File: config.mk
export PLATFORM = sky130hd
export DESIGN_NAME = seq_alu
export DESIGN_NICKNAME = d
export VERILOG_FILES = /design/src/rtl/seq_alu.sv
export SDC_FILE = /design/constraint.sdc
export NUM_CORES = 1
export LEC_CHECK = 0
export ABC_CLOCK_PERIOD_IN_PS = 7300
export CAP_MARGIN = 20
export CORE_MARGIN = 5
export CORE_UTILIZATION = 55
export CTS_BUF_LIST = sky130_fd_sc_hd__clkbuf_8
export CTS_CLUSTER_DIAMETER = 200
export DETAILED_ROUTE_END_ITERATION = 6
export GPL_ROUTABILITY_DRIVEN = 0
export PLACE_DENSITY = 0.72
export SLEW_MARGIN = 20
export SYNTH_ARGS = -nofsm -noshare
export SYNTH_HDL_FRONTEND = slang
export SYNTH_SLANG_ARGS = --single-unit
File: constraint.sdc
create_clock -name clk -period 7.3 [get_ports clk]
set_clock_uncertainty 0.15 [all_clocks]
set_input_delay 1.46 -clock clk [delete_from_list [all_inputs] [get_ports clk]]
set_output_delay 1.46 -clock clk [all_outputs]
set_load 0.005 [all_outputs]
File: src/rtl/seq_alu.sv
// seq_alu: registered, valid/ready handshaked signed ALU with a one-entry
// output register and a multi-cycle shift-add signed multiply.
// Operations: ADD, SUB, AND, OR, XOR, INC, MOV (single cycle) and MUL
// (BW shift-add steps on operand magnitudes, sign applied at the end).
// Optional feature macro: SEQ_ALU_SAT_EN -- when defined, overflowing
// ADD/SUB/INC/MUL results clamp to the most positive / most negative value;
// when undefined, arithmetic wraps modulo 2^BW.
module seq_alu #(
  parameter int BW = 16
) (
  input  logic                 clk,
  input  logic                 rst_n,
  input  logic                 in_valid,
  output logic                 in_ready,
  input  logic signed [BW-1:0] in_a,
  input  logic signed [BW-1:0] in_b,
  input  logic [2:0]           opcode,
  output logic                 out_valid,
  input  logic                 out_ready,
  output logic signed [BW-1:0] out,
  output logic [2:0]           flags
);

  localparam int PW = 2 * BW;
  localparam int CW = $clog2(BW) + 1;

  localparam logic [2:0] OP_ADD = 3'b000;
  localparam logic [2:0] OP_SUB = 3'b001;
  localparam logic [2:0] OP_AND = 3'b010;
  localparam logic [2:0] OP_OR  = 3'b011;
  localparam logic [2:0] OP_XOR = 3'b100;
  localparam logic [2:0] OP_INC = 3'b101;
  localparam logic [2:0] OP_MOV = 3'b110;
  localparam logic [2:0] OP_MUL = 3'b111;

  localparam logic [BW-1:0] MAX_POS = {1'b0, {(BW-1){1'b1}}};
`ifdef SEQ_ALU_SAT_EN
  localparam logic [BW-1:0] MIN_NEG = {1'b1, {(BW-1){1'b0}}};
`endif

  typedef enum logic {
    IDLE = 1'b0,
    MUL  = 1'b1
  } state_e;

  state_e          state_q, state_d;
  logic [CW-1:0]   cnt_q, cnt_d;
  logic [PW-1:0]   mcand_q, mcand_d;
  logic [PW-1:0]   mplier_q, mplier_d;
  logic [PW-1:0]   prod_q, prod_d;
  logic            sign_q, sign_d;
  logic [BW-1:0]   out_q, out_d;
  logic [2:0]      flags_q, flags_d;
  logic            out_valid_q, out_valid_d;

  logic            accept;
  logic            is_mul;
  logic            mul_done;

  logic [BW-1:0]   add_r;
  logic [BW-1:0]   sub_r;
  logic [BW-1:0]   inc_r;
  logic [BW-1:0]   alu_res;
  logic            alu_ovf;

  logic [PW-1:0]   a_ext;
  logic [PW-1:0]   b_ext;
  logic [PW-1:0]   a_mag;
  logic [PW-1:0]   b_mag;
  logic [PW-1:0]   step_sum;
  logic [PW-1:0]   mul_final;
  logic [BW-1:0]   mul_res;
  logic            mul_ovf;

  // Input handshake: only accept in IDLE and when the output register is free or draining
  always_comb begin
    in_ready = (state_q == IDLE) && (!out_valid_q || out_ready);
    accept   = in_valid && in_ready;
    is_mul   = (opcode == OP_MUL);
  end

  // Single-cycle operations with overflow detection and optional clamping
  always_comb begin
    add_r   = in_a + in_b;
    sub_r   = in_a - in_b;
    inc_r   = in_a + BW'(1);
    alu_res = '0;
    alu_ovf = 1'b0;
    case (opcode)
      OP_ADD: begin
        alu_res = add_r;
        alu_ovf = (in_a[BW-1] == in_b[BW-1]) && (add_r[BW-1] != in_a[BW-1]);
      end
      OP_SUB: begin
        alu_res = sub_r;
        alu_ovf = (in_a[BW-1] != in_b[BW-1]) && (sub_r[BW-1] != in_a[BW-1]);
      end
      OP_AND: alu_res = in_a & in_b;
      OP_OR:  alu_res = in_a | in_b;
      OP_XOR: alu_res = in_a ^ in_b;
      OP_INC: begin
        alu_res = inc_r;
        alu_ovf = (in_a == MAX_POS);
      end
      OP_MOV: alu_res = in_a;
      default: begin
        alu_res = '0;
        alu_ovf = 1'b0;
      end
    endcase
`ifdef SEQ_ALU_SAT_EN
    // An overflowing ADD/SUB has a true result whose sign is opposite to the
    // wrapped one, which always matches the sign of a; INC can only overflow upward.
    if (alu_ovf) begin
      alu_res = ((opcode == OP_INC) || !in_a[BW-1]) ? MAX_POS : MIN_NEG;
    end
`endif
  end

  // Multiply datapath: magnitudes in double width, one shift-add per step, sign applied last
  always_comb begin
    a_ext     = {{BW{in_a[BW-1]}}, in_a};
    b_ext     = {{BW{in_b[BW-1]}}, in_b};
    a_mag     = in_a[BW-1] ? (PW'(0) - a_ext) : a_ext;
    b_mag     = in_b[BW-1] ? (PW'(0) - b_ext) : b_ext;
    step_sum  = prod_q + (mplier_q[0] ? mcand_q : '0);
    mul_final = sign_q ? (PW'(0) - step_sum) : step_sum;
    mul_ovf   = !((&mul_final[PW-1:BW-1]) || (~|mul_final[PW-1:BW-1]));
    mul_res   = mul_final[BW-1:0];
`ifdef SEQ_ALU_SAT_EN
    if (mul_ovf) begin
      mul_res = sign_q ? MIN_NEG : MAX_POS;
    end
`endif
  end

  // FSM next state: launch a multiply from IDLE, iterate BW steps, then return
  always_comb begin
    state_d  = state_q;
    cnt_d    = cnt_q;
    mcand_d  = mcand_q;
    mplier_d = mplier_q;
    prod_d   = prod_q;
    sign_d   = sign_q;
    mul_done = 1'b0;
    case (state_q)
      IDLE: begin
        if (accept && is_mul) begin
          state_d  = MUL;
          cnt_d    = '0;
          mcand_d  = a_mag;
          mplier_d = b_mag;
          prod_d   = '0;
          sign_d   = in_a[BW-1] ^ in_b[BW-1];
        end
      end
      MUL: begin
        prod_d   = step_sum;
        mcand_d  = mcand_q << 1;
        mplier_d = mplier_q >> 1;
        cnt_d    = cnt_q + CW'(1);
        if (cnt_q == CW'(BW - 1)) begin
          mul_done = 1'b1;
          state_d  = IDLE;
          cnt_d    = '0;
          mcand_d  = '0;
          mplier_d = '0;
          prod_d   = '0;
          sign_d   = 1'b0;
        end
      end
      default: begin
        state_d = IDLE;
      end
    endcase
  end

  // Output register: a new result loads with priority, otherwise hold until consumed
  always_comb begin
    out_d       = out_q;
    flags_d     = flags_q;
    out_valid_d = out_valid_q && !out_ready;
    if (accept && !is_mul) begin
      out_d       = alu_res;
      flags_d     = {alu_ovf, alu_res[BW-1], (alu_res == '0)};
      out_valid_d = 1'b1;
    end else if (mul_done) begin
      out_d       = mul_res;
      flags_d     = {mul_ovf, mul_res[BW-1], (mul_res == '0)};
      out_valid_d = 1'b1;
    end
  end

  // State and datapath registers; reset aborts any multiply in flight
  always_ff @(posedge clk or negedge rst_n) begin
    if (!rst_n) begin
      state_q     <= IDLE;
      cnt_q       <= '0;
      mcand_q     <= '0;
      mplier_q    <= '0;
      prod_q      <= '0;
      sign_q      <= 1'b0;
      out_q       <= '0;
      flags_q     <= 3'b000;
      out_valid_q <= 1'b0;
    end else begin
      state_q     <= state_d;
      cnt_q       <= cnt_d;
      mcand_q     <= mcand_d;
      mplier_q    <= mplier_d;
      prod_q      <= prod_d;
      sign_q      <= sign_d;
      out_q       <= out_d;
      flags_q     <= flags_d;
      out_valid_q <= out_valid_d;
    end
  end

  assign out       = out_q;
  assign flags     = flags_q;
  assign out_valid = out_valid_q;

endmodule
* Word level (Yosys, flattened, before mapping)
Cells that the tools add are included.
Word-level totals: input port bits 39, flip-flop bits (word level) 123, word-level logic and storage cells 90, output and inout port bits 21
Cells by class: add/sub/neg operators 8, reductions and logical operators 21, bitwise gates (word level) 5, equality and inequality tests 15, mux-type cells 32
Operator list (number):
- 32-bit two-way mux | 9
- 32-bit one-hot mux with 2 select lines | 3
- 16-bit one-hot mux with 7 select lines | 1
- 1-bit by 16-bit subtractor with 17-bit output, first input constant | 2
- 32-bit adder | 1
- 16-bit logical NOT | 2
- 16-bit two-way mux | 2
- 1-bit by 32-bit subtractor with 32-bit output, first input constant | 1
- 31-bit two-way mux | 1
- 17-bit AND reduction | 1
- 17-bit OR reduction | 1
- 16-bit adder | 1
- 16-bit by 2-bit adder with 16-bit output, second input constant | 1
- 16-bit AND | 1
- 16-bit by 15-bit equality test with 1-bit output, second input constant | 1
- 16-bit OR | 1
- 16-bit subtractor | 1
- 16-bit XOR | 1
- 3-bit equality test, second input constant | 4
- 5-bit two-way mux | 2
- 5-bit one-hot mux with 2 select lines | 1
- 1-bit two-way mux | 8
- 1-bit logical AND | 7
- 3-bit by 2-bit equality test with 1-bit output, second input constant | 2
- 16 further kinds | 26

* Depth between registers and ports, before layout
Gate-level depths: netlist (run 1).
depth in word-level cells 10, gate-level depth with buffers 18, mapped depth without buffers 16

* Worst setup path before layout (run 1)
OpenSTA, ideal clock, no wires.
path kind input port to flip-flop, start input in_a[2], end register flags_q[2] (netlist: flags[2]), library setup time 0.132 ns, arrival time 4.954 ns, data required time 7.018 ns, path buffers 1, setup slack 2.064 ns, cell stages on the path 15, cell sequence clkbuf_1 -> inv_1 -> ha_1 -> o21ai_0 -> o21ai_0 -> o211a_1 -> a311o_1 -> o31ai_1 -> o31ai_1 -> a41o_1 -> a32o_1 -> a41oi_1 -> or4b_1 -> nor4_1 -> a211oi_1
On the way: longest elaborated chain between the ends 5, elaborated cells between the ends (all ways) 9, classes of those cells add/sub (2); eq/ne (3); mux (2); reduce/logical (2)
Ends and longest elaborated chain:
- from (decl) | RTL line 15 | input logic signed [BW-1:0] in_a,
- 16-bit subtractor / 16-bit adder (equally long branches) | RTL line 85, 84
- 1-bit != test (on tied branches) | RTL line 96, 92
- 1-bit logical AND (on tied branches) | RTL line 96, 92
- 1-bit one-hot mux with 3 select lines (*) | RTL line 89 | case (opcode)
- 3-bit two-way mux (*) | RTL line 183 | if (accept && !is_mul) begin
- to (signal assigned) | RTL line 214 | flags_q <= flags_d;
- to (decl) | RTL line 53 | logic [2:0] flags_q, flags_d;
Mark *: on every way between the ends. The rest lies on a longest branch, timed or not. A chain may end at the register's enable or synchronous reset.

* Worst setup path after layout (run 1)
start input in_a[1], end register flags_q[2] (netlist: flags[2])
Same word-level chain as after synthesis.

==> run summary, run 1 <==
* 60 — count of pins on the block boundary
* 344 mW/mm2 — power density normalized to cell area
* 0.261 — proportion of netlist area held by the largest area contributor
* 2 — Buf/Inv on CP
* 2 — hold-critical path depth
* 0.0648 — layout cells sized above 1
* 6.15 ns — Final min period
* 0.261 — sequential element share of the synthesized area
* 0 — Post-DRT Antenna Nets
* 1591 — Synth Net Count
* sky130_fd_sc_hd__nand2_1 — most frequent standard cell in the layout excluding fill and tap cells
* 0.161 mV — worst voltage drop across the vdd grid
* 0 — number of buffers inserted by post-CTS setup repair
* 0 — number of DRC violations after detailed routing
* mplier_q[0] — critical register-to-register path startpoint
* 0.08 ns — clock slew seen by the registers of the worst setup and hold paths
* 53 — Rows
* 7.97 um2 — per-instance average area after synthesis
* 0 — Hold-fix buffers, CTS
* 1.00 — share of flip-flops with an asynchronous set or reset after synthesis
* reg -> reg — min-delay worst type
* 57.5 mm — wire length of the first global-routing pass
* 10700 — number of global-route vias before repair
* sky130_fd_sc_hd__dfrtp_1, sky130_fd_sc_hd__ha_1, sky130_fd_sc_hd__o21ai_0, sky130_fd_sc_hd__xnor2_1, sky130_fd_sc_hd__nand2_1 — top cells by area, synth
* 0.46 ns — insertion delay of the later-clocked pin in the worst-skew pair
* mplier_q[15] — worst min-delay path startpoint
* yes — CTS tree
* 91 — number of distinct library cell variants in the gate-level netlist after synthesis
* 0 ns — final setup TNS
* false — unrepaired setup endpoints after global routing
* 1.52 ns — register-to-register setup slack
* sky130_fd_sc_hd__dfrtp_1 — leading area contributor after synthesis
* input pin — element type at the critical path start
* 1913 — number of filler cells placed in the layout
* 2 — clock buffer depth
* 122 — register bit total from synthesis
* 1594 — layout net count
* 7.48 ns — Crit path required time
* 0.76 ns — maximum single-stage delay on the critical path
* 156 um — DIE HEIGHT
* 0.0210 mm2 — total core area
* 74 — maximum number of pins on one net before global-route repair
* 0.843 — final clock period utilization by the worst path
* finished clean — run status
* 0 — number of inserted diodes
* 0 — setup-violating endpoint count in the final report
* 0 — max-cap check violation count
* 0 — cells resized by post-CTS repair
* flop — nature of the critical path endpoint
* 122 — Sink Count
* 11 — largest fanout on the critical path
* 0 — count of flip-flops with a built-in enable after synthesis
* 20.4 um — wire per inst
* 0.0117 mm2 — Post-Synthesis Cell Area
* 17 — total CTS buffers
* sky130_fd_sc_hd__dfrtp_1 — top flip-flop cell by instance count after synthesis
* compound AO/OA/AOI/OAI gates — Worst path top cell family by delay
* in -> reg — Worst Setup Path Type
* 0.163 GHz — maximum achievable frequency
* 4.43 mW — post-route total power
* 15 — length in cells of the worst reg-to-reg path
* 1724 — Placed Cells
* 59 — count of buffers from port buffering
* 0 — initial antenna violation count
* 6.33 ns — data arrival time at the worst-slack endpoint
* 6.56 — routed vias/inst
* 10.3% — area growth from synthesis to layout
* 156 um — horizontal extent of the die
* 0.291 — global-route usage over all layers
* mplier_q[15] — worst min-delay path endpoint
* 1757 — Layout Cells excl Fill
* 5.47 nW — leakage power
* 6 — router iterations before antenna repair
* 11500 — overall via count from detail_route
* sky130_fd_sc_hd__clkdlybuf4s50_1 — Critical-path top delay cell
* sky130_fd_sc_hd__nand2_1, sky130_fd_sc_hd__o21ai_0, sky130_fd_sc_hd__dfrtp_1, sky130_fd_sc_hd__nor2_1, sky130_fd_sc_hd__a21oi_1 — top library cells by usage in the layout, fill and taps aside
* 0 — pins over their slew limit
* 26.4 mm — HPWL Detailed
* 0.336 ns — Hold Worst Slack
* 1466 — Mapped Cells
* flags[2] — reg-to-reg critical path endpoint
* sky130_fd_sc_hd__clkbuf_8 — master cell of the clock root buffer
* 1114 — Starting DRT DRC Count
* 0 — number of warnings reported in the yosys synthesis log
* 0.0242 mm2 — full die area
* clkdlybuf4s50_1, inv_1, ha_1, a211oi_1, o21ai_0, o211a_1, a311o_1, o31ai_1, o31ai_1, a41o_1, a32o_1, a41oi_1, or4b_1, nor4_1, a211oi_1 — critical path cell sequence
* 35.8 mm — final wirelength
* 0.952 ns — actual transition at the worst max-transition pin
* 0 — Final Hold Viols
* 0 — overall overflow remaining after global route
* 0.557 — effective utilization at floorplan
* 0.362 — tightest slew margin relative to the limit
* 4 — CTS H-tree lvls
worst max-delay path by stage:
stage	from	endpoint	cells after the start
after floorplan	in_a[2]	flags[2]	15
after global routing	in_a[1]	flags[2]	15
after CTS	in_a[1]	flags[2]	15
final	in_a[1]	flags[2]	15
after global placement	in_a[1]	flags[2]	15
after detailed placement	in_a[1]	flags[2]	15
layout make-up:
cell class / count / area [um2] / share of cell area
Timing Repair Buffer: 77 / 743 / 0.0577
Tap cell: 275 / 344 / 0.0267
Inverter: 63 / 236 / 0.0184
Sequential cell: 122 / 3050 / 0.237
Clock inverter: 14 / 219 / 0.0170
Clock buffer: 18 / 248 / 0.0192
Multi-Input combinational cell: 1188 / 8030 / 0.624
worst reg2reg max path: cells and delay by family (launching register included):
family / cells / cell delay (ns)
fa+ha+maj: 2 / 0.70
compound gates: 6 / 1.75
flops: 1 / 0.52
simple gates: 5 / 2.12
xor+xnor: 2 / 0.42
kinds of logic (layout without fill, tap and decap cells):
family,Yosys count,in the layout,share of synthesized area
simple gates,496,496,0.209
compound gates,495,495,0.295
fa+ha+maj,86,86,0.0941
xor+xnor,84,84,0.0636
mux,27,27,0.0244
buf+inv,156,172,0.0525
flops,122,122,0.261
per-stage QoR:
stage | worst slack, ns | util | instance area [um2]
finish | 1.15 | 0.615 | 12900
global route | 0.938 | 0.615 | 12900
CTS | 1.32 | 0.613 | 12800
detailed placement | 0.834 | 0.591 | 12400
global placement | 0.980 | 0.591 | 12400
floorplan | 2.06 | - | 11700
cells in the mapped netlist (all sizes together), types with 14 or more instances:
cell    number
ha          83
mux2i       15
buf         15
nand2      148
a22oi       16
clkbuf      78
nand3       33
a21oi      104
o21ai      125
a211oi      14
o221ai      22
inv         60
a22o        51
nand2b      17
nand4       19
xnor2       66
o31ai       18
xor2        18
nor2       121
dfrtp      122
a21o        18
and2        43
nor3        30
registers in the layout (all words and copies together), names as in the netlist:
signal,cells
mcand_q,32
mplier_q,32
prod_q,32
out,15
cnt_q,5
flags,3
out_valid,1
sign_q,1
state_q,1
power by group:
part           switching, mW  leakage (nW)  total, mW  internal (mW)
logic                   1.60          3.67       2.60          0.993
registers              0.183          1.57       1.11          0.926
clock network          0.308         0.229      0.725          0.417
total                   2.09          5.47       4.43           2.34
metal layers:
layer	routed length [um]	GRT usage	share of wire	vias up
met1	15800	0.407	0.44	5528
li1	-	-	-	5399
met5	0	0	0	-
met4	1100	0.100	0.031	0
met2	16300	0.458	0.45	509
met3	2680	0.0499	0.075	90
(Power assumes the default switching activity.)
==> inputs of run 2 (changes only) <==
ABC_CLOCK_PERIOD_IN_PS = 5900   (was 7300)
clock period = 5.9 ns   (was 7.3 ns; I/O delays follow)
==> run summary, run 2 (synthesis results as in run 1) <==
* 122 — Sink Count
* 2 — hold-critical path depth
* 0 — initial antenna violation count
* 11.3% — area growth from synthesis to layout
* 0 — pins over their slew limit
* 0.00803 mm2 — area used by multi-input combinational logic
* 6.09 ns — Crit path required time
* 0 — setup-violating endpoint count in the final report
* 0.0242 mm2 — full die area
* and2_1, ha_1, fa_1, a211oi_4, o211ai_4, a221oi_2, xnor2_1, nand2_1, or4_1, or3_1, or4b_2, nand3_1, o21ai_0, nor4_1, a211oi_1 — critical path cell sequence
* 0.0210 mm2 — total core area
* 13 — largest fanout on the critical path
* 0 — Hold-fix buffers, CTS
* 0 — cells resized by post-CTS repair
* 5.57 nW — leakage power
* 0.00305 mm2 — FF/Latch Area
* 6 — router iterations before antenna repair
* 58.2 mm — wire length of the first global-routing pass
* 1754 — Placed Cells
* 0 — number of inserted diodes
* 0 — overall overflow remaining after global route
* sky130_fd_sc_hd__clkbuf_8 — master cell of the clock root buffer
* 17 — total CTS buffers
* 0 — Final Hold Viols
* 4 — CTS H-tree lvls
* 1.08 ns — actual transition at the worst max-transition pin
* sky130_fd_sc_hd__nand2_1 — most frequent standard cell in the layout excluding fill and tap cells
* 1624 — layout net count
* 0.182 GHz — maximum achievable frequency
* reg -> reg — min-delay worst type
* 1046 — Starting DRT DRC Count
* 1901 — number of filler cells placed in the layout
* 0 — Post-DRT Antenna Nets
* reg -> reg — Worst Setup Path Type
* 0 — number of buffers inserted by post-CTS setup repair
* finished clean — run status
* 5.68 ns — data arrival time at the worst-slack endpoint
* false — unrepaired setup endpoints after global routing
* 0.46 ns — insertion delay of the later-clocked pin in the worst-skew pair
* 36.1 mm — final wirelength
* 0.931 — final clock period utilization by the worst path
* 59 — count of buffers from port buffering
* 81 — maximum number of pins on one net before global-route repair
* flop — nature of the critical path endpoint
* 0.557 — effective utilization at floorplan
* 6.52 — routed vias/inst
* 20.2 um — wire per inst
* 0 — number of DRC violations after detailed routing
* 156 um — horizontal extent of the die
* 27.0 mm — HPWL Detailed
* yes — CTS tree
* 0.295 — global-route usage over all layers
* mcand_q: 32 flops, mplier_q: 32 flops, prod_q: 32 flops — top flop regs
* 416 mW/mm2 — power density normalized to cell area
* flop — element type at the critical path start
* 0.0827 — layout cells sized above 1
* 156 um — DIE HEIGHT
* 2 — clock buffer depth
* 15 — length in cells of the worst reg-to-reg path
* 0.09 ns — clock slew seen by the registers of the worst setup and hold paths
* 11700 — overall via count from detail_route
* 60 — count of pins on the block boundary
* 0.178 mV — worst voltage drop across the vdd grid
* 5.49 ns — Final min period
* sky130_fd_sc_hd__nand2_1, sky130_fd_sc_hd__o21ai_0, sky130_fd_sc_hd__dfrtp_1, sky130_fd_sc_hd__nor2_1, sky130_fd_sc_hd__a21oi_1 — top library cells by usage in the layout, fill and taps aside
* 53 — Rows
* 0 — max-cap check violation count
* 10900 — number of global-route vias before repair
* sky130_fd_sc_hd__or4_1 — Critical-path top delay cell
* 0.277 — tightest slew margin relative to the limit
* 0.620 — utilization after layout
* 0.68 ns — maximum single-stage delay on the critical path
* 0 ns — final setup TNS
* 1787 — Layout Cells excl Fill
run 2: cell types whose count changed in the layout (fill, tap and decap cells not counted):
cell	change
sky130_fd_sc_hd__clkinvlp_4	-1
sky130_fd_sc_hd__inv_6	+3
sky130_fd_sc_hd__buf_6	+1
sky130_fd_sc_hd__buf_16	-1
sky130_fd_sc_hd__inv_1	+1
sky130_fd_sc_hd__buf_4	+29
sky130_fd_sc_hd__bufinv_16	-5
sky130_fd_sc_hd__inv_8	+2
sky130_fd_sc_hd__buf_12	+1
run 2: through the flow:
| step | setup WS, ns | hold slack (ns) | area [um2] | power, mW |
|---|---|---|---|---|
| 2_1_floorplan | 0.944 | 0.295 | 11700 | 3.64 |
| 3_3_place_gp | 0.230 | 0.311 | 12600 | 4.55 |
| 3_5_place_dp | 0.0312 | 0.321 | 12600 | 4.61 |
| 4_1_cts | 0.452 | 0.334 | 13000 | 5.35 |
| 5_1_grt | 0.137 | 0.361 | 13000 | 5.81 |
| 6_report | 0.405 | 0.335 | 13000 | 5.41 |
run 2: final cells by class:
type                    instances  share of cell area
multi-input cells            1188               0.618
inverters                      63              0.0182
clock inverters                14             0.00876
well taps                     275              0.0265
flip-flops and latches        122               0.235
clock buffers                  18              0.0191
repair buffers                107              0.0742
run 2: worst paths after layout:
check | from | to | slack [ns]
max in group asynchronous | rst_n | mcand_q[6] | 3.92
min in group asynchronous | rst_n | mcand_q[22] | 0.60
max | mplier_q[0] | flags[2] | 0.41
min reg2reg | mplier_q[15] | mplier_q[14] | 0.33
max reg2reg | mplier_q[0] | flags[2] | 0.41
min | mplier_q[15] | mplier_q[14] | 0.33
run 2: worst max-delay path: cells and delay by family, from the launching register on:
kind	cells	cell delay, ns
flip-flops	1	0.41
adder cells (fa/ha/maj)	2	0.70
AO/OA/AOI/OAI	5	1.28
AND/OR/NAND/NOR	7	2.57
XOR/XNOR	1	0.26
run 2: routing by layer:
layer | share of wire | vias up | GRT usage
met4 | 0.033 | 0 | 0.100
met3 | 0.077 | 102 | 0.0413
li1 | - | 5469 | -
met2 | 0.45 | 537 | 0.459
met5 | 0 | - | 0
met1 | 0.44 | 5552 | 0.423
run 2: where the power goes:
group | internal [mW] | total [mW] | switching, mW
clock | 0.312 | 0.724 | 0.413
combinational | 1.29 | 3.32 | 2.03
sequential | 1.15 | 1.36 | 0.219
total | 2.75 | 5.41 | 2.66
==> inputs of run 3 (changes only) <==
CELL_PAD_IN_SITES_DETAIL_PLACEMENT = 0   (was default)
CELL_PAD_IN_SITES_GLOBAL_PLACEMENT = 2   (was default)
CORE_UTILIZATION = 38   (was 55)
PLACE_DENSITY = 0.81   (was 0.72)
==> run summary, run 3 (synthesis results as in run 1) <==
* 7 — largest fanout on the critical path
* 0.491 — Sw Share
* 0 — Final Hold Viols
* 0.609 — combinational fraction of design power
* 0.143 — clock share of power
* 17 — total CTS buffers
* 0 ns — final setup TNS
* 64 — Rows
* 30.8 mm — HPWL Detailed
* 2 — hold-critical path depth
* 0.340 ns — Hold Worst Slack
* 15 — length in cells of the worst reg-to-reg path
* 5 — router iterations before antenna repair
* sky130_fd_sc_hd__clkbuf_8 — master cell of the clock root buffer
* sky130_fd_sc_hd__nand2_1 — most frequent standard cell in the layout excluding fill and tap cells
* 2 — clock buffer depth
* 2.69 mW — net switching power
* mplier_q[15] — worst min-delay path startpoint
* 0 — max-cap check violation count
* 0 — number of DRC violations after detailed routing
* 0 — initial antenna violation count
* 11400 — overall via count from detail_route
* 69 — maximum number of pins on one net before global-route repair
* reg -> reg — Worst Setup Path Type
* 0.10 ns — clock slew seen by the registers of the worst setup and hold paths
* 1632 — layout net count
* 6.09 ns — Crit path required time
* 983 — Starting DRT DRC Count
* 5.66 ns — data arrival time at the worst-slack endpoint
* 3160 — number of filler cells placed in the layout
* 0.42 ns — register-to-register setup slack
* 11000 — number of global-route vias before repair
* 0.435 — utilization after layout
* flags[2] — reg-to-reg critical path endpoint
* 0 — Hold-fix buffers, CTS
* mcand_q: 32 flops, mplier_q: 32 flops, prod_q: 32 flops — top flop regs
* 5.48 ns — Final min period
* 39.9 mm — final wirelength
* 0.230 — global-route usage over all layers
* 13.4% — area growth from synthesis to layout
* reg -> reg — min-delay worst type
* 59 — count of buffers from port buffering
* yes — CTS tree
* 5.61 nW — leakage power
* 4 — CTS H-tree lvls
* 62.9 mm — wire length of the first global-routing pass
* 2.79 mW — P_int
* 0 — number of buffers inserted by post-CTS setup repair
* 0 — number of inserted diodes
* 0 — pins over their slew limit
* 1.07 ns — actual transition at the worst max-transition pin
* 0 — cells resized by post-CTS repair
* finished clean — run status
* 5.96 — routed vias/inst
* 0 — overall overflow remaining after global route
* sky130_fd_sc_hd__nand2_1, sky130_fd_sc_hd__o21ai_0, sky130_fd_sc_hd__dfrtp_1, sky130_fd_sc_hd__nor2_1, sky130_fd_sc_hd__a21oi_1 — top library cells by usage in the layout, fill and taps aside
* 60 — count of pins on the block boundary
* 20.8 um — wire per inst
* mplier_q[14] — worst min-delay path endpoint
* 0.928 — final clock period utilization by the worst path
* 0.197 mV — worst voltage drop across the vdd grid
* 0.0343 mm2 — full die area
* 0.248 — part of the total power dissipated in sequential elements
* flop — nature of the critical path endpoint
* false — unrepaired setup endpoints after global routing
* 0.183 GHz — maximum achievable frequency
* 185 um — horizontal extent of the die
* 0.45 ns — insertion delay of the later-clocked pin in the worst-skew pair
* 122 — Sink Count
* 0.280 — tightest slew margin relative to the limit
* flop — element type at the critical path start
* 185 um — DIE HEIGHT
* 414 mW/mm2 — power density normalized to cell area
* 0.0882 — layout cells sized above 1
* 0 — Post-DRT Antenna Nets
* 0 — setup-violating endpoint count in the final report
* 0.384 — effective utilization at floorplan
* 0.0304 mm2 — total core area
* mcand_q[0] — critical register-to-register path startpoint
-- run 3: final cells by class --
type | count | area [um2] | share of cell area
multi-input combinational | 1188 | 8040 | 0.607
sequential | 122 | 3050 | 0.231
timing repair buffer | 115 | 1010 | 0.0764
clock inverter | 15 | 170 | 0.0129
clock buffer | 17 | 234 | 0.0177
inverter | 63 | 236 | 0.0179
tap | 396 | 495 | 0.0374
-- run 3: power groups by stage --
stage               Sequential (mW)  Clock [mW]  Combinational (mW)
finish                         1.36       0.784                3.34
global placement               1.37           0                3.33
global route                   1.40       0.834                3.69
floorplan                      1.31           0                2.33
CTS                            1.36       0.799                3.35
detailed placement             1.37           0                3.33
-- run 3: worst max-delay path: stages (launching register included) --
cell                       delay (ns)
sky130_fd_sc_hd__dfrtp_1         0.43
sky130_fd_sc_hd__and2_1          0.20
sky130_fd_sc_hd__ha_1            0.24
sky130_fd_sc_hd__fa_1            0.47
sky130_fd_sc_hd__a211oi_4        0.40
sky130_fd_sc_hd__o211ai_4        0.17
sky130_fd_sc_hd__a221oi_2        0.51
sky130_fd_sc_hd__xnor2_1         0.26
sky130_fd_sc_hd__nand2_1         0.14
sky130_fd_sc_hd__or4_1           0.67
sky130_fd_sc_hd__or3_4           0.42
sky130_fd_sc_hd__o31ai_4         0.24
sky130_fd_sc_hd__xnor2_1         0.12
sky130_fd_sc_hd__or4b_1          0.52
sky130_fd_sc_hd__nor4_1          0.30
sky130_fd_sc_hd__a211oi_1        0.11
-- run 3: worst max-delay path by stage --
stage / from / to / slack [ns] / cells after the start
2_1_floorplan: in_a[2] / flags[2] / 0.94 / 15
3_3_place_gp: in_b[1] / flags[2] / 0.09 / 16
3_5_place_dp: in_b[1] / flags[2] / 0.02 / 16
4_1_cts: mcand_q[0] / flags[2] / 0.42 / 15
5_1_grt: mplier_q[0] / flags[2] / 0.15 / 15
6_report: mcand_q[0] / flags[2] / 0.42 / 15
-- run 3: per-stage QoR --
stage	total power, mW	cells	setup WS [ns]	instance area (um2)
after global routing	5.92	1916	0.146	13200
final	5.48	1916	0.424	13200
after floorplan	3.64	1466	0.944	11700
after detailed placement	4.70	1884	0.0239	12800
after global placement	4.69	1884	0.0912	12800
after CTS	5.50	1916	0.421	13200
-- run 3: metal layers --
metal	global-route usage	share of wire
met5	0	0
met4	0.0581	0.019
met3	0.0334	0.043
met1	0.326	0.48
met2	0.368	0.46
